[config.mk]
export PLATFORM = sky130hd
export DESIGN_NAME = row_mean_writer_flat
export DESIGN_NICKNAME = d
export VERILOG_FILES = /design/src/rtl/row_mean_writer_pkg.sv /design/src/rtl/row_mean_writer_if.sv /design/src/rtl/row_mean_writer_sliding_window_sum.sv /design/src/rtl/row_mean_writer.sv /design/src/flat_wrapper.sv
export SDC_FILE = /design/constraint.sdc
export NUM_CORES = 1
export LEC_CHECK = 0
export CORE_UTILIZATION = 58
export CTS_CLUSTER_DIAMETER = 60
export DETAILED_ROUTE_END_ITERATION = 8
export GPL_TIMING_DRIVEN = 1
export PLACE_DENSITY_LB_ADDON = 0.08
export SYNTH_ARGS = -nofsm -noshare
export SYNTH_HDL_FRONTEND = slang
export SYNTH_SLANG_ARGS = --single-unit
[constraint.sdc]
create_clock -name clock -period 3.5 [get_ports clock]
set_input_delay 0.525 -clock clock [delete_from_list [all_inputs] [get_ports clock]]
set_output_delay 0.525 -clock clock [all_outputs]
set_load 0.02 [all_outputs]
[src/rtl/row_mean_writer_pkg.sv]
// Shared definitions for the row-mean writer: default image geometry, pixel width
// and the scan FSM state type.
package row_mean_writer_pkg;

    localparam int unsigned DefaultWidthBits  = 7;  // 128 columns
    localparam int unsigned DefaultHeightBits = 7;  // 128 rows
    localparam int unsigned DefaultWinBits    = 3;  // 8-tap window
    localparam int unsigned PixelBits         = 8;
    localparam int unsigned DefaultAddrWidth  = DefaultWidthBits + DefaultHeightBits;

    typedef enum logic [1:0] {
        StIdle,
        StRun,
        StDrain,
        StDone
    } state_e;

endpackage

[src/rtl/row_mean_writer_if.sv]
// Control, source-read and middle-RAM-write bus of the row-mean writer.
//   iStart/oBusy/oDone       : start pulse and status
//   oRdcol/oRdrow/iRddata    : source read port (data one cycle after address)
//   oWren/oWrcol/oWrrow/oWrdata : middle RAM write port
// slave = the row-mean writer itself, master = the surrounding system.
interface row_mean_writer_if
    import row_mean_writer_pkg::*;
#(
    parameter int unsigned WIDTH_BITS  = DefaultWidthBits,
    parameter int unsigned HEIGHT_BITS = DefaultHeightBits
);
    logic                   iStart;
    logic                   oBusy;
    logic                   oDone;
    logic [WIDTH_BITS-1:0]  oRdcol;
    logic [HEIGHT_BITS-1:0] oRdrow;
    logic [PixelBits-1:0]   iRddata;
    logic                   oWren;
    logic [WIDTH_BITS-1:0]  oWrcol;
    logic [HEIGHT_BITS-1:0] oWrrow;
    logic [PixelBits-1:0]   oWrdata;

    modport slave (
        input  iStart, iRddata,
        output oBusy, oDone, oRdcol, oRdrow, oWren, oWrcol, oWrrow, oWrdata
    );

    modport master (
        output iStart, iRddata,
        input  oBusy, oDone, oRdcol, oRdrow, oWren, oWrcol, oWrrow, oWrdata
    );
endinterface

[src/rtl/row_mean_writer_sliding_window_sum.sv]
// N-deep pixel history plus running sum for one row of the horizontal box filter.
//   clock, reset : clock and synchronous active-high reset
//   iValid       : a new sample is present on iData this cycle
//   iFirst       : the sample is the first of a row; restarts the window
//   iData        : sample value
//   oSum         : sum including this cycle's sample (the value registered at the edge)
//   oFull        : N samples of the current row are in the window, including this one
module row_mean_writer_sliding_window_sum
    import row_mean_writer_pkg::*;
#(
    parameter int unsigned WIN_BITS = DefaultWinBits
) (
    input  logic                          clock,
    input  logic                          reset,
    input  logic                          iValid,
    input  logic                          iFirst,
    input  logic [PixelBits-1:0]          iData,
    output logic [PixelBits+WIN_BITS-1:0] oSum,
    output logic                          oFull
);
    localparam int unsigned N  = 2 ** WIN_BITS;
    localparam int unsigned SW = PixelBits + WIN_BITS;
    localparam int unsigned FW = WIN_BITS + 1;

    logic [PixelBits-1:0] hist_q [N];
    logic [PixelBits-1:0] hist_d [N];
    logic [SW-1:0]        sum_q, sum_d;
    logic [FW-1:0]        fill_q, fill_d;

    always_comb begin
        hist_d = hist_q;
        sum_d  = sum_q;
        fill_d = fill_q;
        if (iValid) begin
            if (iFirst) begin
                // Zeroed history keeps the subtract path neutral while the row fills.
                for (int i = 0; i < N; i++) hist_d[i] = '0;
                hist_d[0] = iData;
                sum_d     = SW'(iData);
                fill_d    = FW'(1);
            end else begin
                sum_d = sum_q + SW'(iData) - SW'(hist_q[N-1]);
                for (int i = N - 1; i > 0; i--) hist_d[i] = hist_q[i-1];
                hist_d[0] = iData;
                if (fill_q != FW'(N)) fill_d = fill_q + FW'(1);
            end
        end
    end

    always_ff @(posedge clock) begin
        if (reset) begin
            for (int i = 0; i < N; i++) hist_q[i] <= '0;
            sum_q  <= '0;
            fill_q <= '0;
        end else begin
            for (int i = 0; i < N; i++) hist_q[i] <= hist_d[i];
            sum_q  <= sum_d;
            fill_q <= fill_d;
        end
    end

    assign oSum  = sum_d;
    assign oFull = (fill_d == FW'(N));

endmodule

[src/rtl/row_mean_writer.sv]
// Horizontal box-filter stage: scans the source image in raster order, reads W+N-1
// clamped columns per row and writes the N-tap mean of every column to the middle RAM.
//   clock, reset : clock and synchronous active-high reset
//   bus          : slave side of row_mean_writer_if (start/status, source read, RAM write)
// Pipeline: address in cycle n, pixel in n+1 (summed), registered write in n+2.
module row_mean_writer
    import row_mean_writer_pkg::*;
#(
    parameter int unsigned WIDTH_BITS  = DefaultWidthBits,
    parameter int unsigned HEIGHT_BITS = DefaultHeightBits,
    parameter int unsigned WIN_BITS    = DefaultWinBits
) (
    input logic              clock,
    input logic              reset,
    row_mean_writer_if.slave bus
);
    localparam int unsigned W    = 2 ** WIDTH_BITS;
    localparam int unsigned H    = 2 ** HEIGHT_BITS;
    localparam int unsigned N    = 2 ** WIN_BITS;
    localparam int unsigned HALF = N / 2;
    localparam int unsigned KW   = WIDTH_BITS + 1;   // read index spans 0 .. W+N-2
    localparam int unsigned KMAX = W + N - 2;
    localparam int unsigned SW   = PixelBits + WIN_BITS;

    state_e                 state_q, state_d;
    logic [KW-1:0]          k_q, k_d;
    logic [HEIGHT_BITS-1:0] row_q, row_d;
    logic                   drain_q, drain_d;

    logic                   busy_q, done_q;
    logic [WIDTH_BITS-1:0]  rdcol_q;
    logic [HEIGHT_BITS-1:0] rdrow_q;

    // Stage aligned with iRddata.
    logic                   s1_valid, s1_first;
    logic [KW-1:0]          s1_k;
    logic [HEIGHT_BITS-1:0] s1_row;

    logic                   wren_q;
    logic [WIDTH_BITS-1:0]  wrcol_q;
    logic [HEIGHT_BITS-1:0] wrrow_q;
    logic [PixelBits-1:0]   wrdata_q;

    logic [SW-1:0]          win_sum;
    logic                   win_full;

    function automatic logic [WIDTH_BITS-1:0] clamp_col(input logic [KW-1:0] k);
        logic [KW-1:0] x;
        if (k < KW'(HALF)) return '0;
        x = k - KW'(HALF);
        if (x > KW'(W - 1)) return '1;
        return x[WIDTH_BITS-1:0];
    endfunction

    always_comb begin
        state_d = state_q;
        k_d     = k_q;
        row_d   = row_q;
        drain_d = 1'b0;
        case (state_q)
            StIdle: begin
                if (bus.iStart) begin
                    state_d = StRun;
                    k_d     = '0;
                    row_d   = '0;
                end
            end
            StRun: begin
                if (k_q == KW'(KMAX)) begin
                    k_d   = '0;
                    row_d = row_q + HEIGHT_BITS'(1);  // wraps to 0 after the last row
                    if (row_q == HEIGHT_BITS'(H - 1)) state_d = StDrain;
                end else begin
                    k_d = k_q + KW'(1);
                end
            end
            StDrain: begin
                drain_d = 1'b1;
                if (drain_q) state_d = StDone;
            end
            StDone:  state_d = StIdle;
            default: state_d = StIdle;
        endcase
    end

    row_mean_writer_sliding_window_sum #(
        .WIN_BITS(WIN_BITS)
    ) u_window (
        .clock (clock),
        .reset (reset),
        .iValid(s1_valid),
        .iFirst(s1_first),
        .iData (bus.iRddata),
        .oSum  (win_sum),
        .oFull (win_full)
    );

    always_ff @(posedge clock) begin
        if (reset) begin
            state_q  <= StIdle;
            k_q      <= '0;
            row_q    <= '0;
            drain_q  <= 1'b0;
            busy_q   <= 1'b0;
            done_q   <= 1'b0;
            rdcol_q  <= '0;
            rdrow_q  <= '0;
            s1_valid <= 1'b0;
            s1_first <= 1'b0;
            s1_k     <= '0;
            s1_row   <= '0;
            wren_q   <= 1'b0;
            wrcol_q  <= '0;
            wrrow_q  <= '0;
            wrdata_q <= '0;
        end else begin
            state_q  <= state_d;
            k_q      <= k_d;
            row_q    <= row_d;
            drain_q  <= drain_d;
            busy_q   <= (state_d == StRun) || (state_d == StDrain);
            done_q   <= (state_d == StDone);
            rdcol_q  <= clamp_col(k_d);
            rdrow_q  <= row_d;
            s1_valid <= (state_q == StRun);
            s1_first <= (k_q == '0);
            s1_k     <= k_q;
            s1_row   <= row_q;
            wren_q   <= s1_valid && win_full;
            if (s1_valid && win_full) begin
                wrcol_q  <= WIDTH_BITS'(s1_k - KW'(N - 1));
                wrrow_q  <= s1_row;
                wrdata_q <= PixelBits'(win_sum >> WIN_BITS);
            end
        end
    end

    assign bus.oBusy   = busy_q;
    assign bus.oDone   = done_q;
    assign bus.oRdcol  = rdcol_q;
    assign bus.oRdrow  = rdrow_q;
    assign bus.oWren   = wren_q;
    assign bus.oWrcol  = wrcol_q;
    assign bus.oWrrow  = wrrow_q;
    assign bus.oWrdata = wrdata_q;

endmodule
[src/flat_wrapper.sv]
// flat-port wrapper written by rule: the top's interface ports become plain ports
module row_mean_writer_flat import row_mean_writer_pkg::*;
#(
    parameter int unsigned WIDTH_BITS  = DefaultWidthBits,
    parameter int unsigned HEIGHT_BITS = DefaultHeightBits,
    parameter int unsigned WIN_BITS    = DefaultWinBits
)
  (clock, reset, bus_iStart, bus_iRddata, bus_oBusy, bus_oDone, bus_oRdcol, bus_oRdrow, bus_oWren, bus_oWrcol, bus_oWrrow, bus_oWrdata);
  row_mean_writer_if #(.WIDTH_BITS(WIDTH_BITS), .HEIGHT_BITS(HEIGHT_BITS)) bus_i ();
  input logic clock;
  input logic reset;
  input wire logic [$bits(bus_i.iStart)-1:0] bus_iStart;
  input wire logic [$bits(bus_i.iRddata)-1:0] bus_iRddata;
  output wire logic [$bits(bus_i.oBusy)-1:0] bus_oBusy;
  output wire logic [$bits(bus_i.oDone)-1:0] bus_oDone;
  output wire logic [$bits(bus_i.oRdcol)-1:0] bus_oRdcol;
  output wire logic [$bits(bus_i.oRdrow)-1:0] bus_oRdrow;
  output wire logic [$bits(bus_i.oWren)-1:0] bus_oWren;
  output wire logic [$bits(bus_i.oWrcol)-1:0] bus_oWrcol;
  output wire logic [$bits(bus_i.oWrrow)-1:0] bus_oWrrow;
  output wire logic [$bits(bus_i.oWrdata)-1:0] bus_oWrdata;
  assign bus_i.iStart = bus_iStart;
  assign bus_i.iRddata = bus_iRddata;
  assign bus_oBusy = bus_i.oBusy;
  assign bus_oDone = bus_i.oDone;
  assign bus_oRdcol = bus_i.oRdcol;
  assign bus_oRdrow = bus_i.oRdrow;
  assign bus_oWren = bus_i.oWren;
  assign bus_oWrcol = bus_i.oWrcol;
  assign bus_oWrrow = bus_i.oWrrow;
  assign bus_oWrdata = bus_i.oWrdata;
  row_mean_writer #(.WIDTH_BITS(WIDTH_BITS), .HEIGHT_BITS(HEIGHT_BITS), .WIN_BITS(WIN_BITS)) u_core (.clock(clock), .reset(reset), .bus(bus_i));
endmodule
==> qor.yml, run 1 <==
first_pass_iters: 4
worstPathRequired_ns: 3.89
clk_pin_slew_ns: 0.06
crit_buf_inv: 5
fillCellCount: 863
muxShareOfSynthArea_pct: 6.19
grt_pass1_wl_um: 22400
slew_headroom_pct: 40.9
grt_overflow: 0
combPwrFrac_pct: 10.4
antenna_found_initial: 0
grt_pass1_vias: 4871
cp_cell_sequence: "clkdlybuf4s50_1, inv_1, fa_1, inv_1, buf_4, ha_1, a21oi_1, o211ai_1, o41ai_1, buf_4, xor2_1, o21ai_0, mux2i_1, nor2_1"
r2r-end: "u_core.u_window.sum_q[7]$_SDFF_PP0_"
synthTopCellsByArea: "dfxtp_1, nor2_1, a21oi_1"
rsz0062_at_grt: "no"
r2r_setup_slack_ns: 0.58
initial_core_util_pct: 59.8
antenna_cells: 0
status: "complete, no violations"
num_rows: 38
finalClockSkew_ns: 0.00782
drv_cap: 0
worstRegToRegCells: 13
dieArea_um2: 11700
grt_max_degree: 86
io_pins: 50
slowest_delay_ns: 0.53
finalWorstSetupSlack_ns: 0.354
core_area_um2: 10900
clkPwrFrac_pct: 45.8
synth_fp_nets: 829
r2r_start: "u_core.u_window.sum_q[1]$_SDFFE_PP0P_"
post_drt_wl_per_cell_um: 13.6
clock_latency_ns: 0.52
cts_tree: "done"
synth_adder_area_share_pct: 6.30
synth_seq_area_share_pct: 44.6
synth-xor-area-share_pct: 2.55
drt_iter0_drc: 466
cts_hold_buf: 0
yosys_warnings: 0
max_freq_mhz: 318
synth_enable_flop_cells: 0
ant_nets: 0
drcViolationCount: 0
yosys.area.top_type: "dfxtp_1"
hold_path_class: "reg2reg"
place_congestion: 0.866
htreeDepth: 4
cts_resized: 0
synth-seq-cells: 145
synth_top_family_by_area: "simple AND/OR/NAND/NOR gates"
seqPwrFrac_pct: 43.8
die_y_um: 108
cp.arrival_ns: 3.54
fin_nets: 864
worstSetupEndpointType: "flip-flop"
drv_slew: 0
yosysUniqueCellTypes: 58
cts_buffers: 17
power_density_nw_per_um2: 507
fin_crit_sh_pct: 89.9
ys_async_sr_fraction_pct: 0
yosys.area_share.simple_pct: 22.3
crit_family: "buffers and inverters"
peakVddDrop_v: 0.000448
p_sw_share_pct: 23.2
drive_gt1_share_pct: 6.46
vias: 5204
cts_root_buffer: "clkbuf_8"
pre_cts_slack_ns: -0.101
cts_buffer_depth: 2
critPathLaunchType: "input port"
path_class: "in2reg"
yosysTopAreaCellShare_pct: 44.6
grt_usage_pct: 24.3
avgSynthCellArea_um2: 8.25
crit_path_top_delay_cell: "fa_1"
area_growth_pct: 17.8
p_switching_uw: 902
crit_fanout: 2
synth-compound-area-share_pct: 12.3
internal_power_mw: 2.99
syn_area_um2: 6510
dp_hpwl_um: 8470
syn_inst: 790
final-hold-violation-count: 0
period_needed_ns: 3.15
cts.sinks: 145
finalSetupViolCount: 0
port_buffers: 49
synth-main-ff-cell: "dfxtp_1"
vias_per_cell: 5.33
whs_endpoint: "u_core.bus.oWrrow[0]$_SDFFE_PP0P_"
die_w_um: 108
post_cts_buffers: 0
p_leak_nw: 3.19
tightest_slew_ns: 0.887
whs_path_depth: 2
wl_um: 13200
hold_ws_ns: 0.466
hp-start: "u_core.s1_row[0]$_SDFF_PP0_"
per-stage QoR:
stage	total power [mW]	TNS [ns]	cell area, um^2	util (%)	instances
2_1_floorplan	2.03	0	6510	-	790
3_3_place_gp	2.12	-0.120	7090	65.1	946
3_5_place_dp	2.14	-0.388	7090	65.1	946
4_1_cts	3.93	0	7670	70.5	976
5_1_grt	4.05	0	7670	70.5	976
6_report	3.89	0	7670	70.5	976
tightest hold or removal path, stage by stage, from the launching register on:
cell	delay, ns
dfxtp_1	0.30
mux2i_1	0.05
nor2_1	0.07
cell usage in the layout, fill, tap and decap left out, types with 14 or more instances in the layout:
| master | netlist | routed |
|---|---|---|
| nor2_1 | 183 | 183 |
| dfxtp_1 | 145 | 143 |
| a21oi_1 | 77 | 77 |
| nand2_1 | 75 | 75 |
| inv_1 | 48 | 48 |
| clkdlybuf4s50_1 | 0 | 48 |
| mux2i_1 | 38 | 38 |
| nor2b_1 | 22 | 22 |
| ha_1 | 20 | 20 |
| clkbuf_16 | 0 | 16 |
| o21ai_0 | 15 | 15 |
| nand3_1 | 14 | 14 |
| xor2_1 | 14 | 14 |
logic make-up (layout without fill, tap and decap cells):
family / Yosys count / in the layout
AOI/OAI and AO/OA: 133 / 133
xor gates and xnor gates: 19 / 19
adders and majority gates: 28 / 28
buffers and inverters: 94 / 140
DFF: 145 / 145
muxes: 40 / 40
and+or+nand+nor: 331 / 331
worst max-delay path by stage:
stage	start	to	slack (ns)	depth (start not counted)
floorplan	bus_iRddata[1]	u_core.bus.oWrdata[7]$_SDFFE_PP0P_	0.56	11
global placement	bus_iRddata[1]	u_core.bus.oWrdata[7]$_SDFFE_PP0P_	-0.06	12
detailed placement	bus_iRddata[1]	u_core.u_window.sum_q[7]$_SDFF_PP0_	-0.10	14
CTS	bus_iRddata[1]	u_core.u_window.sum_q[7]$_SDFF_PP0_	0.40	14
global route	bus_iRddata[1]	u_core.u_window.sum_q[7]$_SDFF_PP0_	0.21	14
finish	bus_iRddata[1]	u_core.u_window.sum_q[7]$_SDFF_PP0_	0.35	14
flip-flops by register name (all words and copies together) (netlist names):
name,cells
u_core.u_window.hist_q,64
u_core.u_window.sum_q,11
u_core.bus.oWrdata,8
u_core.k_q,8
u_core.bus.oRdcol,7
u_core.bus.oWrcol,7
u_core.bus.oWrrow,7
u_core.row_q,7
u_core.s1_k,7
u_core.s1_row,7
u_core.u_window.fill_q,4
u_core.state_q,2
u_core.bus.oBusy,1
u_core.bus.oDone,1
u_core.bus.oWren,1
u_core.drain_q,1
u_core.s1_first,1
u_core.s1_valid,1
synthesized netlist by cell type (all sizes together) (3+ instances only):
cell type and count:
a211oi 7, a21oi 77, a22oi 6, a31oi 3, and3 3, buf 15, clkbuf 30, dfxtp 145
fa 8, ha 20, inv 49, mux2i 38, nand2 76, nand2b 5, nand3 14, nand4 3
nor2 184, nor2b 22, nor3 7, nor4 3, o211ai 7, o21ai 15, o21bai 4, or3 3
xnor2 5, xor2 14
metal layers:
layer | track usage [%] | share of wire [%] | vias up
met5 | 0 | 0 | -
met4 | 7.93 | 1.2 | 0
met3 | 6.15 | 2.7 | 17
met2 | 38.5 | 47 | 77
met1 | 32.4 | 49 | 2444
li1 | - | - | 2666
final cells by class:
class                   count  area (um^2)  share of cell area (%)
clock inverters             4         98.8                    1.29
repair buffers             61          591                    7.69
multi-input cells         551         3230                    42.1
clock buffers              26          488                    6.36
inverters                  49          184                    2.40
flip-flops and latches    145         2910                    37.9
well taps                 140          175                    2.28
power groups by stage:
| stage | Clock (mW) | Combinational [mW] | Sequential (mW) |
|---|---|---|---|
| detailed placement | 0 | 0.397 | 1.74 |
| CTS | 1.82 | 0.403 | 1.71 |
| finish | 1.78 | 0.403 | 1.71 |
| global route | 1.90 | 0.449 | 1.71 |
| floorplan | 0 | 0.305 | 1.73 |
| global placement | 0 | 0.385 | 1.74 |
Power figures use the tool's default switching activity.
==> run 2: changes to the inputs <==
--- a/config.mk
+++ b/config.mk
@@ -7,6 +7,7 @@
 export LEC_CHECK = 0
 export CORE_UTILIZATION = 58
 export CTS_CLUSTER_DIAMETER = 60
+export CTS_CLUSTER_SIZE = 20
 export DETAILED_ROUTE_END_ITERATION = 8
 export GPL_TIMING_DRIVEN = 1
 export PLACE_DENSITY_LB_ADDON = 0.08
==> results of run 2 <==
The final DEF is identical to that of run 1; final timing and power are the same.
==> run 3: changes to the inputs <==
--- a/config.mk
+++ b/config.mk
@@ -11,6 +11,7 @@
 export DETAILED_ROUTE_END_ITERATION = 8
 export GPL_TIMING_DRIVEN = 1
 export PLACE_DENSITY_LB_ADDON = 0.08
+export REMOVE_ABC_BUFFERS = 1
 export SYNTH_ARGS = -nofsm -noshare
 export SYNTH_HDL_FRONTEND = slang
 export SYNTH_SLANG_ARGS = --single-unit
==> qor.yml, run 3 (same netlist as run 1, synthesis figures left out) <==
grt_pass1_vias: 4866  # -0.10%
cts.sinks: 145  # unchanged
die_y_um: 108  # unchanged
worstSetupEndpointType: "flip-flop"
rsz0062_at_grt: "no"
drt_iter0_drc: 349  # -25%
fillCellCount: 890  # +3.1%
cts_tree: "done"
hold_path_class: "reg2reg"
clk_pin_slew_ns: 0.06  # about the same
die_w_um: 108  # unchanged
fin_crit_sh_pct: 89.3  # -0.61 points
dp_hpwl_um: 8290  # -2.2%
cts_buffer_depth: 2  # unchanged
io_pins: 50  # unchanged
initial_core_util_pct: 59.8  # unchanged
place_congestion: 0.849  # -2.0%
largest_registers: "u_core.u_window.hist_q: 64 flops, u_core.u_window.sum_q: 11 flops"
area_growth_pct: 18.5
peakVddDrop_v: 0.000352  # -22%
drcViolationCount: 0  # unchanged
path_class: "in2reg"
vias_per_cell: 5.31  # -0.47%
cts_hold_buf: 0  # unchanged
drv_cap: 0  # unchanged
final-hold-violation-count: 0  # unchanged
power_mw: 4.03  # +3.6%
dieArea_um2: 11700  # unchanged
first_pass_iters: 5  # +1
grt_usage_pct: 23.9  # -0.41 points
dpl_cell_area_um2: 7090  # unchanged
core_area_um2: 10900  # unchanged
finalSetupViolCount: 0  # unchanged
grt_overflow: 0  # unchanged
power_density_nw_per_um2: 522  # +3.0%
register_area_um2: 2910  # unchanged
port_buffers: 49  # unchanged
grt_max_degree: 88  # +2.3%
vias: 5190  # -0.27%
drive_gt1_share_pct: 7.16  # +0.70 points
slew_headroom_pct: 39.8  # -1.1 points
pre_cts_slack_ns: -0.178  # -0.0769 ns
design_area_um2: 7720  # +0.59%
tightest_slew_ns: 0.903  # +0.0166 ns
max_freq_mhz: 320  # +0.69%
worstPathRequired_ns: 3.87  # -0.02 ns
hold_ws_ns: 0.461  # -0.00516 ns
cts_buffers: 17  # unchanged
multi_input_area_um2: 3230  # unchanged
crit_fanout: 2  # unchanged
fin_nets: 864  # unchanged
critPathLaunchType: "input port"
cp.arrival_ns: 3.50  # -0.04 ns
layout.cells.most_common_list: "nor2_1, dfxtp_1, a21oi_1"
largest_reg_flops: 64  # unchanged
p_leak_nw: 3.21  # +0.50%
finalWorstSetupSlack_ns: 0.375  # +0.0215 ns
drv_slew: 0  # unchanged
post_cts_buffers: 0  # unchanged
clock_latency_ns: 0.54  # +0.02 ns
status: "complete, no violations"
finalClockSkew_ns: 0.00948  # +0.00166 ns
cts_resized: 0  # unchanged
antenna_found_initial: 0  # unchanged
antenna_cells: 0  # unchanged
largest-register: "u_core.u_window.hist_q"
htreeDepth: 4  # unchanged
period_needed_ns: 3.12  # -0.0215 ns
num_rows: 38  # unchanged
layout.cells.most_common: "nor2_1"
cts_root_buffer: "clkbuf_8"
ant_nets: 0  # unchanged
grt_pass1_wl_um: 22000  # -1.8%
wl_um: 13200  # -0.58%
post_drt_wl_per_cell_um: 13.5  # -0.78%
-- run 3: final cells by class --
type	count	share of cell area (%)
timing repair buffer	61	7.65
clock inverter	14	2.77
inverter	49	2.38
sequential	145	37.6
clock buffer	18	5.41
multi-input combinational	551	41.9
tap	140	2.27
-- run 3: where the power goes --
group	total [mW]	switching, mW	internal (mW)	leakage, nW
clock	1.92	0.693	1.23	0.301
combinational	0.413	0.253	0.159	1.74
sequential	1.70	0.0216	1.68	1.17
total	4.03	0.968	3.06	3.21
-- run 3: final timing paths --
path / slack, ns / to / depth (start not counted) / startpoint
setup / recovery: 0.38 / u_core.bus.oWrdata[7]$_SDFFE_PP0P_ / 12 / bus_iRddata[1]
hold / removal: 0.46 / u_core.bus.oWrrow[3]$_SDFFE_PP0P_ / 2 / u_core.s1_row[3]$_SDFF_PP0_
setup reg to reg: 0.58 / u_core.bus.oWrdata[7]$_SDFFE_PP0P_ / 11 / u_core.u_window.sum_q[1]$_SDFFE_PP0P_
hold reg to reg: 0.46 / u_core.bus.oWrrow[3]$_SDFFE_PP0P_ / 2 / u_core.s1_row[3]$_SDFF_PP0_
-- run 3: worst max-delay path, stage by stage --
cell	delay (ns)
clkdlybuf4s50_1	0.48
inv_1	0.06
fa_1	0.53
inv_1	0.07
fa_1	0.44
a21oi_1	0.24
o2111ai_1	0.20
a41o_1	0.26
a21oi_1	0.18
xnor2_1	0.16
mux2i_1	0.26
a211oi_1	0.10
-- run 3: metal layers --
layer / track usage [%] / up-vias / share of wire (%)
met3: 6.15 / 14 / 3.7
li1: - / 2669 / -
met1: 28.7 / 2429 / 46
met5: 0 / - / 0
met2: 41.3 / 78 / 50
met4: 8.12 / 0 / 0.99
-- run 3: stage by stage --
step	setup TNS, ns	std cells	utilization, %
2_1_floorplan	-21.80	745	-
3_3_place_gp	-0.102	946	65.1
3_5_place_dp	-0.346	946	65.1
4_1_cts	0	978	70.9
5_1_grt	0	978	70.9
6_report	0	978	70.9
